$ cat src/rtl/isa_pkg.sv
// ISA definitions for the 16-bit pipeline: opcodes, ALU codes, field positions,
// decode-stage FSM states and small opcode classification helpers.
package isa_pkg;

    localparam logic [4:0] OP_NOP  = 5'b00000;
    localparam logic [4:0] OP_ADD  = 5'b00001;
    localparam logic [4:0] OP_SUB  = 5'b00010;
    localparam logic [4:0] OP_AND  = 5'b00011;
    localparam logic [4:0] OP_OR   = 5'b00100;
    localparam logic [4:0] OP_NOT  = 5'b00101;
    localparam logic [4:0] OP_MOV  = 5'b00110;
    localparam logic [4:0] OP_LDM  = 5'b01000;
    localparam logic [4:0] OP_LDD  = 5'b01001;
    localparam logic [4:0] OP_STD  = 5'b01010;
    localparam logic [4:0] OP_IADD = 5'b01011;

    localparam logic [2:0] ALU_ADD   = 3'b000;
    localparam logic [2:0] ALU_SUB   = 3'b001;
    localparam logic [2:0] ALU_AND   = 3'b010;
    localparam logic [2:0] ALU_OR    = 3'b011;
    localparam logic [2:0] ALU_NOT   = 3'b100;
    localparam logic [2:0] ALU_PASSB = 3'b101;

    localparam int OPC_LSB  = 11;
    localparam int RDST_LSB = 8;
    localparam int RSRC_LSB = 5;

    typedef enum logic {ST_DECODE, ST_WAIT_IMM} state_t;

    typedef struct packed {
        logic [2:0] alu_op;
        logic       reg_write;
        logic       mem_read;
        logic       mem_write;
        logic       use_imm;
    } ctrl_t;

    function automatic logic is_two_word(input logic [4:0] op);
        return (op == OP_LDM) || (op == OP_IADD);
    endfunction

    function automatic logic reads_src(input logic [4:0] op);
        return op inside {OP_ADD, OP_SUB, OP_AND, OP_OR, OP_MOV, OP_LDD, OP_STD, OP_IADD};
    endfunction

    function automatic logic reads_dst(input logic [4:0] op);
        return op inside {OP_ADD, OP_SUB, OP_AND, OP_OR, OP_NOT, OP_STD, OP_IADD};
    endfunction

endpackage

$ cat src/rtl/ctrl_decode.sv
// Pure combinational opcode-to-control decoder; undefined opcodes yield all-zero control.
module ctrl_decode
    import isa_pkg::*;
(
    input  logic [4:0] opcode,
    output ctrl_t      ctrl
);

    always_comb begin
        ctrl = '0;
        case (opcode)
            OP_ADD:  begin ctrl.alu_op = ALU_ADD;   ctrl.reg_write = 1'b1; end
            OP_SUB:  begin ctrl.alu_op = ALU_SUB;   ctrl.reg_write = 1'b1; end
            OP_AND:  begin ctrl.alu_op = ALU_AND;   ctrl.reg_write = 1'b1; end
            OP_OR:   begin ctrl.alu_op = ALU_OR;    ctrl.reg_write = 1'b1; end
            OP_NOT:  begin ctrl.alu_op = ALU_NOT;   ctrl.reg_write = 1'b1; end
            OP_MOV:  begin ctrl.alu_op = ALU_PASSB; ctrl.reg_write = 1'b1; end
            OP_LDM:  begin ctrl.alu_op = ALU_PASSB; ctrl.reg_write = 1'b1; ctrl.use_imm = 1'b1; end
            OP_IADD: begin ctrl.alu_op = ALU_ADD;   ctrl.reg_write = 1'b1; ctrl.use_imm = 1'b1; end
            OP_LDD:  begin ctrl.alu_op = ALU_PASSB; ctrl.reg_write = 1'b1; ctrl.mem_read = 1'b1; end
            OP_STD:  begin ctrl.mem_write = 1'b1; end
            default: ctrl = '0;
        endcase
    end

endmodule

$ cat src/rtl/decode_stage.sv
// ID stage: regfile address decode, two-word instruction FSM, load-use stall,
// branch flush and the ID/EX pipeline register.
module decode_stage
    import isa_pkg::*;
#(
    parameter int DATA_W = 16,
    parameter int ADDR_W = 3
) (
    input  logic              clk,
    input  logic              rst,
    input  logic [DATA_W-1:0] instr,
    input  logic              in_valid,
    input  logic              flush,
    input  logic              ex_mem_read,
    input  logic [ADDR_W-1:0] ex_rd,
    output logic [ADDR_W-1:0] src_addr,
    output logic [ADDR_W-1:0] dst_addr,
    input  logic [DATA_W-1:0] read_data1,
    input  logic [DATA_W-1:0] read_data2,
    output logic              stall,
    output logic              idex_valid,
    output logic [2:0]        idex_alu_op,
    output logic [ADDR_W-1:0] idex_rd,
    output logic [DATA_W-1:0] idex_op1,
    output logic [DATA_W-1:0] idex_op2,
    output logic [DATA_W-1:0] idex_imm,
    output logic              idex_use_imm,
    output logic              idex_reg_write,
    output logic              idex_mem_read,
    output logic              idex_mem_write
);

    state_t            state;
    logic [4:0]        opcode;
    logic [ADDR_W-1:0] rsrc, rdst;
    logic [4:0]        held_op;
    logic [ADDR_W-1:0] held_rd;
    logic [DATA_W-1:0] held_d1, held_d2;
    logic [4:0]        dec_op;
    logic              hazard;
    ctrl_t             ctrl;

    assign opcode   = instr[OPC_LSB +: 5];
    assign rdst     = instr[RDST_LSB +: ADDR_W];
    assign rsrc     = instr[RSRC_LSB +: ADDR_W];
    assign src_addr = rsrc;
    assign dst_addr = rdst;

    assign hazard = ex_mem_read && ((reads_src(opcode) && ex_rd == rsrc) ||
                                    (reads_dst(opcode) && ex_rd == rdst));
    assign stall  = (state == ST_DECODE) && in_valid && !flush && hazard;

    // While waiting for the immediate, control comes from the held first word.
    assign dec_op = (state == ST_WAIT_IMM) ? held_op : opcode;

    ctrl_decode u_ctrl (
        .opcode (dec_op),
        .ctrl   (ctrl)
    );

    always_ff @(posedge clk) begin
        if (rst) begin
            state          <= ST_DECODE;
            held_op        <= '0;
            held_rd        <= '0;
            held_d1        <= '0;
            held_d2        <= '0;
            idex_valid     <= 1'b0;
            idex_alu_op    <= '0;
            idex_rd        <= '0;
            idex_op1       <= '0;
            idex_op2       <= '0;
            idex_imm       <= '0;
            idex_use_imm   <= 1'b0;
            idex_reg_write <= 1'b0;
            idex_mem_read  <= 1'b0;
            idex_mem_write <= 1'b0;
        end else begin
            // Bubble unless one of the issue paths below overrides it.
            idex_valid     <= 1'b0;
            idex_alu_op    <= '0;
            idex_rd        <= '0;
            idex_op1       <= '0;
            idex_op2       <= '0;
            idex_imm       <= '0;
            idex_use_imm   <= 1'b0;
            idex_reg_write <= 1'b0;
            idex_mem_read  <= 1'b0;
            idex_mem_write <= 1'b0;
            if (flush) begin
                state <= ST_DECODE;
            end else if (state == ST_WAIT_IMM) begin
                if (in_valid) begin
                    idex_valid     <= 1'b1;
                    idex_alu_op    <= ctrl.alu_op;
                    idex_rd        <= held_rd;
                    idex_op1       <= held_d1;
                    idex_op2       <= held_d2;
                    idex_imm       <= instr;
                    idex_use_imm   <= 1'b1;
                    idex_reg_write <= ctrl.reg_write;
                    idex_mem_read  <= ctrl.mem_read;
                    idex_mem_write <= ctrl.mem_write;
                    state          <= ST_DECODE;
                end
            end else if (in_valid && !stall) begin
                if (is_two_word(opcode)) begin
                    held_op <= opcode;
                    held_rd <= rdst;
                    held_d1 <= read_data1;
                    held_d2 <= read_data2;
                    state   <= ST_WAIT_IMM;
                end else begin
                    idex_valid     <= 1'b1;
                    idex_alu_op    <= ctrl.alu_op;
                    idex_rd        <= rdst;
                    idex_op1       <= read_data1;
                    idex_op2       <= read_data2;
                    idex_use_imm   <= ctrl.use_imm;
                    idex_reg_write <= ctrl.reg_write;
                    idex_mem_read  <= ctrl.mem_read;
                    idex_mem_write <= ctrl.mem_write;
                end
            end
        end
    end

endmodule

$ cat config.mk
export PLATFORM = sky130hd
export DESIGN_NAME = decode_stage
export DESIGN_NICKNAME = d
export VERILOG_FILES = /design/src/rtl/isa_pkg.sv /design/src/rtl/ctrl_decode.sv /design/src/rtl/decode_stage.sv
export SDC_FILE = /design/constraint.sdc
export NUM_CORES = 1
export LEC_CHECK = 0
export CORE_ASPECT_RATIO = 0.9
export CORE_MARGIN = 2
export CORE_UTILIZATION = 49
export DETAILED_ROUTE_END_ITERATION = 7
export GPL_ROUTABILITY_DRIVEN = 0
export PLACE_DENSITY = 0.88
export SLEW_MARGIN = 20
export SYNTH_ARGS = -nofsm -noshare
export SYNTH_HDL_FRONTEND = slang
export SYNTH_SLANG_ARGS = --single-unit
$ cat constraint.sdc
create_clock -name clk -period 5.2 [get_ports clk]
set_input_delay 1.04 -clock clk [delete_from_list [all_inputs] [get_ports clk]]
set_output_delay 1.04 -clock clk [all_outputs]
set_load 0.02 [all_outputs]
==> results.cfg, run 1 <==
[grt]
grt_pass1_wl_mm = 12.9
grt_max_degree = 77
grt_usage_pct = 20.1
antenna_found_initial = 0
grt_pass1_vias = 2695
grt_overflow = 0

[die]
start_util_pct = 49.8
fp.dieW_um = 95.6
design.die.area_um2 = 8260
io_pins = 122
chipHeight_um = 86.4
rows = 30
core_um2 = 7430

[clocking]
cts_tree = built
clkTransAtPathRegs_ps = 90
htree_levels = 3
cts_buffer_depth = 2
clockRootBuffer = clkbuf_8
clk-insertion-delay-late_ps = 350
ctsHoldBuffers = 0
numCtsBuffers = 9
cts_setup_buffers = 0
cts_sinks = 100
cts_resized = 0

[sta]
slew_headroom_pct = 36.6
fin_tns_setup_ps = 0
final_hold_viol_count = 0
setup_violations = 0
hold-worst-slack_ps = 462
post-route-min-period_ps = 4090
worstMarginPinSlew_ps = 950
post-route-period-util_pct = 78.6
fin_skew_ps = 7.08
rsz0062_at_grt = false
finalMaxSlewViolations = 0
max_freq_mhz = 245

[worst_setup_path]
crit_fanout = 7
crit_chain = clkdlybuf4s50_1 -> mux2_2 -> o32a_4 -> nor2_1 -> clkdlybuf4s50_1
cp_top_family = buffers and inverters
critical_path_buf_inv_count = 2
slowest_stage = clkdlybuf4s50_1
crit_type = primary input to primary output
cp_common_cell = clkdlybuf4s50_1
critPathLaunchType = primary input
cp_slowest_stage_delay_ps = 630
worstPathRequired_ps = 4160
cp.arrival_ps = 3050
endpoint_kind = primary output

[synth]
synth_flop_cell = dfxtp_1
syn_inst = 356
synth_edf_count = 0
syn_area_per_cell_um2 = 10.4
synth-async-reset-ratio_pct = 0
ys_seq_area_share_pct = 54.1
syn-num-nets = 412
ys_ff_latch = 100
yosysUniqueCellTypes = 33
synth_warnings = 0
syn_area_um2 = 3700

[detailed_routing]
drt-pass1-iter-count = 5
drtAntennaViolNets = 0
first_iter_violations = 122
wirelength_mm = 8.17
drt-wirelength-per-cell_um = 14.5
routed_via_density = 5.21
vias = 2929
drc = 0

[power_and_ir_drop]
sw_frac_of_total_pct = 23.4
seqPwrFrac_pct = 55.4
power.net_switching_w = 0.000329
power_frac_comb_pct = 10.4
internal_power_w = 0.00108
p_clk_share_pct = 34.3
ir_drop_mv = 0.191
total_power_w = 0.00141
p_leak_nw = 1.84
p_per_area_nw_per_um2 = 279

[layout]
nets = 517
fillCellCount = 535
layout_common_cells = clkdlybuf4s50_1, dfxtp_1, nand2_1
layout_commonest_cell = clkdlybuf4s50_1
drive_above_1_share_pct = 5.79
syn_to_final_growth_pct = 36.6
layout.cells.non_filler = 562
diodes = 0

[placed_design]
dp_hpwl_mm = 5.57
port_buffers = 121
dp_cells = 546

[outcome]
status = completed

[job]
maxCapViolations = 0

[min_path]
hold_path_class = register to register
==> kinds of logic after synthesis <==
family / share of synthesized area (%)
flops: 54.1
xor+xnor: 1.89
simple gates: 13.7
buf+inv: 5.65
compound gates: 13.1
mux: 11.5
==> worst min-delay path, cell delays in order, from the launching register on <==
cell	delay [ps]
dfxtp_1	320
nand2_1	50
mux2i_1	50
==> state kept, by name, summed over array words and instances (netlist names) <==
name,cells
held_d1,16
held_d2,16
idex_imm,16
idex_op1,16
idex_op2,16
held_op,5
held_rd,3
idex_alu_op,3
idex_rd,3
idex_mem_read,1
idex_mem_write,1
idex_reg_write,1
idex_use_imm,1
idex_valid,1
state,1
==> power by group through the flow <==
| stage | sequential [W] | clock [W] | combinational, W |
|---|---|---|---|
| floorplan | 0.000808 | 0 | 0.0000602 |
| global route | 0.000781 | 0.000527 | 0.000156 |
| global placement | 0.000797 | 0 | 0.000142 |
| detailed placement | 0.000798 | 0 | 0.000145 |
| finish | 0.000780 | 0.000483 | 0.000146 |
| CTS | 0.000780 | 0.000496 | 0.000146 |
==> path summary, 6_finish.rpt <==
| check | startpoint | to | slack (ps) | depth (start not counted) |
|---|---|---|---|---|
| min reg2reg | held_d1[0]$_SDFFE_PP0P_ | held_d1[0]$_SDFFE_PP0P_ | 460 | 2 |
| max | instr[12] | stall | 1110 | 5 |
| min | held_d1[0]$_SDFFE_PP0P_ | held_d1[0]$_SDFFE_PP0P_ | 460 | 2 |
| max reg2reg | state$_SDFF_PP0_ | held_d2[11]$_SDFFE_PP0P_ | 2880 | 5 |
==> layer usage <==
metal  track usage [%]  wire length, um  up-vias
met5                 0                0        -
met2              32.9             3790      143
met1              24.7             3530     1350
met4              5.58               97        0
li1                  -                -     1421
met3              7.74              758       15
==> layout make-up <==
cell class	count	area (um^2)	area share (%)
Inverter	3	12.5	0.248
Tap cell	96	120	2.38
Multi-Input combinational cell	223	1490	29.5
Clock buffer	11	131	2.60
Timing Repair Buffer	124	1230	24.4
Clock inverter	5	62.6	1.24
Sequential cell	100	2000	39.6
==> synth_stat cells, types with 2 or more instances <==
library cell / count / share of area (%)
a211oi_1: 5 / 1.0
and3_1: 2 / 0.34
nor3_1: 4 / 0.54
a22o_1: 35 / 8.3
o2111ai_1: 2 / 0.47
nor2_1: 8 / 0.81
a21oi_1: 4 / 0.54
dfxtp_1: 100 / 54
buf_6: 7 / 2.1
inv_1: 2 / 0.20
buf_4: 7 / 1.4
o21ai_1: 4 / 0.54
nand3_1: 3 / 0.41
nand2b_1: 2 / 0.34
and2_1: 17 / 2.9
xnor2_1: 6 / 1.4
o21a_1: 2 / 0.41
xor2_1: 2 / 0.47
buf_2: 5 / 0.68
mux2i_1: 37 / 10
mux2_2: 5 / 1.5
clkbuf_1: 11 / 1.1
nand2_1: 75 / 7.6
a2111oi_0: 2 / 0.47
==> stage by stage <==
stage / utilization [%] / cell area (um^2) / worst slack, ps
finish: 68.0 / 5050 / 1110
global route: 68.0 / 5050 / 1060
floorplan: - / 3700 / 2120
CTS: 68.0 / 5050 / 1120
global placement: 65.4 / 4860 / 1170
detailed placement: 65.4 / 4860 / 1130
Power figures use the tool's default switching activity.
==> run 2: changes to the inputs <==
- CORE_UTILIZATION: 49 -> 41
- PLACE_DENSITY: 0.88 -> 0.79
- clock period: 5.2 -> 3.4 ns (I/O delays scaled with it)
==> results.cfg, run 2 (synthesis results as in run 1) <==
[die]
start_util_pct = 42.6
core_um2 = 8690
chipHeight_um = 94.1
io_pins = 122
rows = 32
fp.dieW_um = 104
design.die.area_um2 = 9800

[worst_setup_path]
worstPathRequired_ps = 2720
crit_start = instr[6]
r2r-end = idex_op2[5]$_SDFF_PP0_
endpoint_kind = primary output
crit_cells = 6
cp_slowest_stage_delay_ps = 550
crit_chain = clkdlybuf4s50_1 -> xnor2_1 -> nand3_1 -> o32a_4 -> nor2_1 -> dlymetal6s2s_1
crit_end = stall
worstRegToRegCells = 5
crit_fanout = 7
r2r_start = state$_SDFF_PP0_
critical_path_buf_inv_count = 2
critPathLaunchType = primary input
slowest_stage = clkdlybuf4s50_1
cp_top_family = buffers and inverters
cp.arrival_ps = 2270
rrSetupSlack_ps = 1310
crit_type = primary input to primary output

[detailed_routing]
drtAntennaViolNets = 0
routed_via_density = 4.94
wirelength_mm = 8.49
maxUsedRoutingLayer = met4
wl_met2_mm = 3.79
vias = 2914
wl_met3_um = 599
drt-met1-wl_mm = 3.97
first_iter_violations = 84
drt-wirelength-per-cell_um = 14.4
drc = 0
drt-pass1-iter-count = 6

[sta]
worstMarginPinSlew_ps = 700
post-route-period-util_pct = 86.8
max_freq_mhz = 339
post-route-min-period_ps = 2950
finalMaxSlewViolations = 0
setup_violations = 0
slew_headroom_pct = 53.4
fin_skew_ps = 7.11
rsz0062_at_grt = false
final_hold_viol_count = 0
fin_tns_setup_ps = 0
layout_setup_ws_ps = 448

[layout]
finish.utilization_pct = 59.5
drive_above_1_share_pct = 7.01
register_area_um2 = 2000
layout_common_cells = clkdlybuf4s50_1, dfxtp_1, nand2_1
nets = 522
multi_input_area_um2 = 1490
layout_commonest_cell = clkdlybuf4s50_1
fillCellCount = 743
syn_to_final_growth_pct = 39.7
layout.cells.non_filler = 590
diodes = 0

[power_and_ir_drop]
p_clk_share_pct = 36.3
ir_drop_mv = 0.279
power.net_switching_w = 0.000506
sw_frac_of_total_pct = 22.7
power_frac_comb_pct = 10.3
seqPwrFrac_pct = 53.5
internal_power_w = 0.00172
p_leak_nw = 1.90
p_per_area_nw_per_um2 = 432

[clocking]
clockRootBuffer = clkbuf_8
htree_levels = 3
clkTransAtPathRegs_ps = 80
numCtsBuffers = 9
cts_tree = built
clk-insertion-delay-late_ps = 360
cts_buffer_depth = 2
cts_sinks = 100

[placed_design]
post-place-ws_ps = 90.2
port_buffers = 121
dp_cells = 574
dp_hpwl_mm = 6.02

[grt]
grt_overflow = 0
antenna_found_initial = 0
grt_usage_pct = 17.7
grt_pass1_vias = 2853
grt_pass1_wl_mm = 13.9
grt_max_degree = 76

[min_path]
hold_path_class = register to register
hold_path_depth = 2

[outcome]
status = completed

[job]
maxCapViolations = 0
run 2: cell types whose count changed in the layout (fill, tap and decap cells not counted):
cell	before	now
buf_12	0	2
buf_4	3	6
bufinv_16	1	2
clkbuf_1	2	1
clkdlybuf4s50_1	121	120
clkinv_4	2	1
dlymetal6s2s_1	0	1
inv_2	1	2
run 2: final cells by class:
class                           instances  area share [%]
Sequential cell                       100            38.7
Multi-Input combinational cell        223            28.8
Tap cell                              119            2.88
Timing Repair Buffer                  129            25.1
Clock inverter                          6            1.72
Inverter                                3           0.218
Clock buffer                           10            2.47
run 2: routing by layer:
metal	GRT usage (%)	vias up
met5	0	-
met2	28.6	107
met3	5.34	16
li1	-	1430
met1	22.6	1361
met4	6.42	0
run 2: timing repair:
item / CTS / global route
hold buffers: 0 / 0
gates resized for setup: 0 / 1
setup endpoints to repair: 0 / 1
setup buffers: 0 / 0
run 2: through the flow:
stage               hold WS, ps  power (W)  area (um^2)
global route                476    0.00232         5170
global placement            439    0.00144         4950
detailed placement          448    0.00145         4950
floorplan                   425    0.00133         3700
finish                      461    0.00223         5170
CTS                         466    0.00226         5160
run 2: how the worst min path moves through the flow:
stage | start | to | slack [ps]
after CTS | held_d1[4]$_SDFFE_PP0P_ | held_d1[4]$_SDFFE_PP0P_ | 470
after global routing | held_rd[2]$_SDFFE_PP0P_ | held_rd[2]$_SDFFE_PP0P_ | 480
final | held_d1[7]$_SDFFE_PP0P_ | held_d1[7]$_SDFFE_PP0P_ | 460
after detailed placement | held_d2[15]$_SDFFE_PP0P_ | held_d2[15]$_SDFFE_PP0P_ | 450
after floorplan | held_op[0]$_SDFFE_PP0P_ | held_op[0]$_SDFFE_PP0P_ | 420
after global placement | held_op[0]$_SDFFE_PP0P_ | held_op[0]$_SDFFE_PP0P_ | 440
run 2: worst register-to-register path, cell delays in order (launching register included):
cell	delay, ps
dfxtp_1	580
inv_1	130
or3_1	530
inv_2	390
buf_12	240
a22o_1	170
run 2: power groups by stage:
stage | combinational (W) | sequential [W] | clock, W
finish | 0.000229 | 0.00119 | 0.000809
floorplan | 0.0000921 | 0.00124 | 0
global placement | 0.000222 | 0.00122 | 0
detailed placement | 0.000228 | 0.00122 | 0
global route | 0.000246 | 0.00119 | 0.000882
CTS | 0.000229 | 0.00119 | 0.000836
==> run 3: changes to the inputs <==
- CAP_MARGIN: unset -> 20
==> results of run 3 <==
No change in the layout: final DEF, timing and power equal those of run 2.
